`config.mk`:
```
export PLATFORM = sky130hd
export DESIGN_NAME = wb_arbiter
export DESIGN_NICKNAME = d
export VERILOG_FILES = /design/src/rtl/wb_arbiter.sv
export SDC_FILE = /design/constraint.sdc
export NUM_CORES = 1
export LEC_CHECK = 0
export BUFFER_PORTS_ARGS = -buffer_cell sky130_fd_sc_hd__buf_4
export CORE_UTILIZATION = 40
export CTS_CLUSTER_DIAMETER = 120
export CTS_CLUSTER_SIZE = 24
export DETAILED_ROUTE_END_ITERATION = 8
export GPL_ROUTABILITY_DRIVEN = 0
export PLACE_DENSITY = 0.77
export SLEW_MARGIN = 20
export SYNTH_ARGS = -nofsm -noshare
export SYNTH_HDL_FRONTEND = slang
export SYNTH_SLANG_ARGS = --single-unit
```
`constraint.sdc`:
```
create_clock -name i_clk -period 2.2 [get_ports i_clk]
set_clock_uncertainty 0.15 [all_clocks]
set_input_delay 0.11 -clock i_clk [delete_from_list [all_inputs] [get_ports i_clk]]
set_output_delay 0.11 -clock i_clk [all_outputs]
set_load 0.02 [all_outputs]
```
`src/rtl/wb_arbiter.sv`:
```
// Write-back arbiter: merges requesters A and B onto the register-file write port
// through a registered output stage, and keeps the RAW busy scoreboard for decode.
module wb_arbiter #(
  parameter int MAX_WAIT = 4
) (
  input  logic        i_clk,
  input  logic        i_reset,
  input  logic        i_a_valid,
  input  logic [4:0]  i_a_addr,
  input  logic [31:0] i_a_data,
  output logic        o_a_ready,
  input  logic        i_b_valid,
  input  logic [4:0]  i_b_addr,
  input  logic [31:0] i_b_data,
  output logic        o_b_ready,
  input  logic        i_issue_valid,
  input  logic [4:0]  i_issue_rd,
  input  logic [4:0]  i_rs1_addr,
  input  logic [4:0]  i_rs2_addr,
  output logic        o_rs1_busy,
  output logic        o_rs2_busy,
  output logic [4:0]  o_rd_addr,
  output logic [31:0] o_rd_data,
  output logic        o_rd_wren
);

  localparam int WCW = $clog2(MAX_WAIT + 1);
  localparam logic [WCW-1:0] WAIT_SAT = WCW'(MAX_WAIT);

  typedef struct packed {
    logic        valid;
    logic [4:0]  addr;
    logic [31:0] data;
  } wb_req_t;

  wb_req_t        req_a, req_b, win;
  logic [WCW-1:0] wait_cnt;
  logic           b_pri, grant_a, grant_b, accept;
  logic [31:0]    busy, busy_set, busy_clr;

  assign req_a = {i_a_valid, i_a_addr, i_a_data};
  assign req_b = {i_b_valid, i_b_addr, i_b_data};

  // B takes priority only once it has been refused MAX_WAIT cycles in a row.
  assign b_pri   = req_b.valid && (wait_cnt == WAIT_SAT);
  assign grant_a = req_a.valid && !b_pri;
  assign grant_b = req_b.valid && !grant_a;
  assign accept  = grant_a || grant_b;
  assign win     = grant_a ? req_a : req_b;

  assign o_a_ready = grant_a;
  assign o_b_ready = grant_b;

  always_ff @(posedge i_clk or posedge i_reset) begin
    if (i_reset)                    wait_cnt <= '0;
    else if (!i_b_valid || grant_b) wait_cnt <= '0;
    else if (wait_cnt != WAIT_SAT)  wait_cnt <= wait_cnt + WCW'(1);
  end

  // x0 writes are accepted but never reach the register file.
  always_ff @(posedge i_clk or posedge i_reset) begin
    if (i_reset) begin
      o_rd_wren <= 1'b0;
      o_rd_addr <= '0;
      o_rd_data <= '0;
    end else begin
      o_rd_wren <= accept && (win.addr != 5'd0);
      if (accept) begin
        o_rd_addr <= win.addr;
        o_rd_data <= win.data;
      end
    end
  end

  always_comb begin
    busy_set = '0;
    busy_clr = '0;
    if (i_issue_valid) busy_set[i_issue_rd] = 1'b1;
    if (o_rd_wren)     busy_clr[o_rd_addr]  = 1'b1;
  end

  // Set dominates clear: a same-cycle issue is a newer producer than the commit.
  always_ff @(posedge i_clk or posedge i_reset) begin
    if (i_reset) busy <= '0;
    else         busy <= ((busy & ~busy_clr) | busy_set) & ~32'd1;
  end

  assign o_rs1_busy = busy[i_rs1_addr];
  assign o_rs2_busy = busy[i_rs2_addr];

endmodule

```
# Word-level counts from Yosys, hierarchy flattened
# Index checks and enable logic that the tools add are counted.
[totals]
register_bits = 72
wordCells = 43
[op_classes]
add_sub_neg = 1
order_cmp = 6
n_eq_ne = 2
mux = 13
bitwise = 3
n_reduce_logical = 13
[ops]
columns = ["cell", "count"]
rows = [
  ["two-way mux 32 bit", 2],
  ["two-way mux 37 bit", 1],
  ["bitwise AND 32 bit", 1],
  ["NOT 32 bit", 1],
  ["OR 32 bit", 1],
  ["< comparator 5 x 6 -> 1 bit (second input constant)", 4],
  ["binary-select mux 1 bit (select 5 bit)", 2],
  ["demux 1 bit (select 5 bit)", 2],
  [">= comparator 5 x 1 -> 1 bit (second input constant)", 2],
  ["logical AND 1 bit", 6],
  ["two-way mux 3 bit", 2],
  ["nonzero test 5 bit", 1],
  ["two-way mux 1 bit", 4],
  ["adder 3 x 1 -> 3 bit (second input constant)", 1],
  ["== test 3 bit (second input constant)", 1],
  ["logical NOT 1 bit", 3],
  ["inequality test 3 bit (second input constant)", 1],
  ["logical OR 1 bit", 2],
  ["nonzero test 2 bit", 1],
]

# Longest topological paths before layout
[depth]
word_depth = 8
depth_mapped = 9

# Worst setup path before layout
# Ideal clock, no wire load.
[synth_timing]
path_type = "register to register"
startpoint = "reg wait_cnt[0]"
endpoint = "reg o_rd_data[14]"
t_arrival_ps = 1337
required_ps = 1967
slack_ps = 631
stages_incl_launch_ff = 9
path_buffers = 1
path_cell_list = "dfrtp_1 -> inv_1 -> ha_1 -> nand3_1 -> nand2_1 -> clkinv_1 -> clkbuf_1 -> nand2_1 -> o21ai_0"
[synth_between]
elab_chain_cells = 7
elab_cells_between_ends = 8
[synth_lines]
columns = ["item", "line_no", "text"]
rows = [
  ["from (decl)", "37", "logic [WCW-1:0] wait_cnt;"],
  ["from (signal assigned)", "57", "else if (wait_cnt != WAIT_SAT) wait_cnt <= wait_cnt + WCW'(1);"],
  ["== test 3 bit *", "45", "assign b_pri = req_b.valid && (wait_cnt == WAIT_SAT);"],
  ["logical AND 1 bit *", "45", ""],
  ["logical NOT 1 bit *", "46", "assign grant_a = req_a.valid && !b_pri;"],
  ["logical AND 1 bit *", "46", ""],
  ["net o_a_ready", "11", "output logic o_a_ready,"],
  ["logical NOT 1 bit", "47", "assign grant_b = req_b.valid && !grant_a;"],
  ["logical AND 1 bit", "47", ""],
  ["logical OR 1 bit", "48", "assign accept = grant_a || grant_b;"],
  ["to (signal assigned)", "70", "o_rd_data <= win.data;"],
  ["to (decl)", "23", "output logic [31:0] o_rd_data,"],
]
# Mark *: on every way through the listed nets, which the timed path passes. The rest lies on a longest branch.
# A chain may end at the register's enable or synchronous reset.

# Final worst setup path
[layout_timing]
startpoint = "reg wait_cnt[0]"
endpoint = "reg o_rd_addr[0]"
[layout_between]
elab_chain_cells = 7
elab_cells_between_ends = 8
[layout_lines]
columns = ["item", "line_no", "text"]
rows = [
  ["== test 3 bit *", "45", ""],
  ["logical AND 1 bit *", "45", ""],
  ["logical NOT 1 bit *", "46", ""],
  ["logical AND 1 bit *", "46", ""],
  ["logical NOT 1 bit", "47", ""],
  ["logical AND 1 bit", "47", ""],
  ["logical OR 1 bit", "48", ""],
  ["to (signal assigned)", "69", "o_rd_addr <= win.addr;"],
  ["to (decl)", "22", "output logic [4:0] o_rd_addr,"],
]
# Mark *: on every way between the ends. The rest lies on a longest branch, timed or not.

==> results.yml <==
cells_and_area:
  drive_gt1_share_pct: 28.9
  syn_to_final_growth_pct: 57.3
  diodes: 0
  nets: 689
  fillerInstances: 617
  layout.cells.non_filler: 706
clock_tree:
  cts.sink_count: 72
  clkTransAtPathRegs_ps: 70
  cts_made_buffers: 9
  cts_buffer_depth: 2
  clockRootBuffer: "clkbuf_8"
  clock_latency_ps: 340
  cts_max_level: 3
  tritoncts: "yes"
placed_design:
  dp_hpwl_um: 7580
  dp_slack_ps: 348
  numPortBuffers: 135
  dp.cells: 608
sta:
  layout_setup_ws_ps: 56.6
  worst_pin_slew_ps: 662
  hold_slack_ps: 43.2
  hold_viol: 0
  fin_crit_sh_pct: 97.4
  drv_slew: 0
  slew_headroom_pct: 55.9
  fmax_mhz: 467
  setup_viol: 0
  tns_ps: 0
  period_minus_slack_ps: 2140
worst_setup_path:
  path_class: "reg -> reg"
  end_kind: "flip-flop"
  crit_path_max_fanout: 5
  critPathArrivalTime_ps: 2270
  setup.worst_path.start_class: "flip-flop"
  required_ps: 2330
synth:
  synth-async-reset-ratio_pct: 100
  yosysSeqAreaShare_pct: 48.2
  ys_seq_elements: 72
  syn-mean-instance-area_um2: 9.84
  synth_top_area_share_pct: 48.2
  yosys.area.top_type: "dfrtp_1"
  synth_edf_count: 0
  netlist_area_um2: 3740
  synthCells: 380
  yosysMostFrequentCell: "o21ai_0"
  synthTopCellsByArea: "dfrtp_1, mux2i_1, o21ai_0"
  synth-main-ff-cell: "dfrtp_1"
  yosys_warnings: 0
  syn_nets: 476
  synthTopCellsByCount: "o21ai_0, dfrtp_1, mux2i_1"
  ys_types: 28
global_routing:
  grt_pass1_wl_um: 21100
  busiest_layer: "met2"
  grt.met1_usage_pct: 33.7
  grt_max_degree: 43
  grtUsageMet3_pct: 6.52
  grt.overflow.total: 0
  use_met2_pct: 48.4
  grt_pass1_vias: 4237
  antenna_found_initial: 0
  grtUsageTotal_pct: 27.9
power:
  total_power_w: 0.00418
  leakagePower_nw: 2.69
  p_per_area_nw_per_um2: 710
  max-vdd-ir-drop_uv: 360
route:
  drtIter0Drc: 162
  drc: 0
  drtPass1Iterations: 5
  wl_um: 13000
  antenna_left: 0
  viasPerCell: 5.65
  wl_per_cell_um: 18.5
  vias: 3989
floorplan:
  die_y_um: 98.7
  core_area_um2: 8890
  start_util_pct: 42.1
  die_x_um: 98.7
  io_pins: 136
  rows: 34
  dieArea_um2: 9740
worst_hold_path:
  hp-class: "in -> reg"
flow_run:
  drv_cap: 0
outcome:
  status: "complete, no violations"
critical path, stage by stage (launching register included):
cell and delay, ps:
dfrtp_1 420, inv_1 80, ha_1 150, nand3_1 100
nand2_2 180, clkinvlp_4 170, o21ai_0 240, dlygate4sd3_1 600
cell usage in the layout, fill, tap and decap left out, types with 2 or more instances in the layout:
cell and count:
clkbuf_8 10, or3_1 2, nor2_1 10, nand3b_1 10
clkinvlp_4 4, dlygate4sd3_1 78, a211oi_1 2, or3b_2 3
or4_1 2, mux4_2 6, nand3_1 13, a21oi_1 6
mux2i_1 55, buf_4 144, nand4_1 2, a22oi_1 4
nand2b_1 4, dfrtp_1 72, ha_1 2, o21ai_0 102
o2111ai_1 2, o211ai_1 2, inv_1 4, bufinv_16 2
nor2b_1 4, nand2_1 44
per-layer routing:
layer | up-vias | part of all wire [%]
met1 | 1953 | 40
li1 | 1795 | -
met3 | 31 | 8.2
met4 | 0 | 2.7
met2 | 210 | 49
met5 | - | 0
kinds of logic (layout without fill, tap and decap cells):
family / Yosys count / in the layout / share of synthesized area, %
adder cells (fa/ha/maj): 2 / 2 / 0.669
XOR/XNOR: 1 / 1 / 0.234
flip-flops: 72 / 72 / 48.2
AND/OR/NAND/NOR: 98 / 98 / 12.9
buffers and inverters: 28 / 246 / 3.14
multiplexers: 61 / 61 / 18.3
AO/OA/AOI/OAI: 118 / 118 / 16.5
path summary, 6_finish.rpt:
kind	startpoint	to	slack [ps]	depth (start not counted)
max	wait_cnt[0]$_DFFE_PP0P_	o_rd_addr[0]$_DFFE_PP0P_	60	7
min	i_issue_rd[1]	busy[28]$_DFF_PP0_	40	3
min in group asynchronous	i_reset	o_rd_data[27]$_DFFE_PP0P_	250	4
max in group asynchronous	i_reset	o_rd_data[31]$_DFFE_PP0P_	1220	4
max reg2reg	wait_cnt[0]$_DFFE_PP0P_	o_rd_addr[0]$_DFFE_PP0P_	60	7
min reg2reg	wait_cnt[0]$_DFFE_PP0P_	wait_cnt[0]$_DFFE_PP0P_	370	1
registers in the layout (all words and copies together), names as in the netlist:
| register | cells |
|---|---|
| o_rd_wren | 1 |
| o_rd_data | 32 |
| wait_cnt | 3 |
| o_rd_addr | 5 |
| busy | 31 |
cell type report:
cell class	instances	area (um^2)	share of cell area [%]
Sequential cell	72	1800	30.6
Tap cell	108	135	2.30
Timing Repair inverter	2	12.5	0.213
Inverter	6	26.3	0.447
Clock inverter	5	80.1	1.36
Clock buffer	11	141	2.40
Multi-Input combinational cell	280	1820	31.0
Timing Repair Buffer	222	1860	31.6
power by group:
part | leakage [nW] | switching, W | internal [W]
registers | 0.840 | 0.000241 | 0.00160
logic | 1.75 | 0.000562 | 0.000612
clock network | 0.106 | 0.000497 | 0.000668
per-stage QoR:
| stage | util, % | area (um^2) |
|---|---|---|
| global placement | 54.5 | 4850 |
| CTS | 65.8 | 5850 |
| finish | 66.2 | 5880 |
| floorplan | - | 3740 |
| global route | 66.2 | 5880 |
| detailed placement | 54.5 | 4850 |
timing repair:
item	4_1_cts	5_1_grt
resized for setup	0	3
buffers inserted	0	2
setup endpoints to repair	0	5
hold buffers	78	0
hold endpoints to repair	121	0
Note: power is estimated with default switching activity, not from simulation.
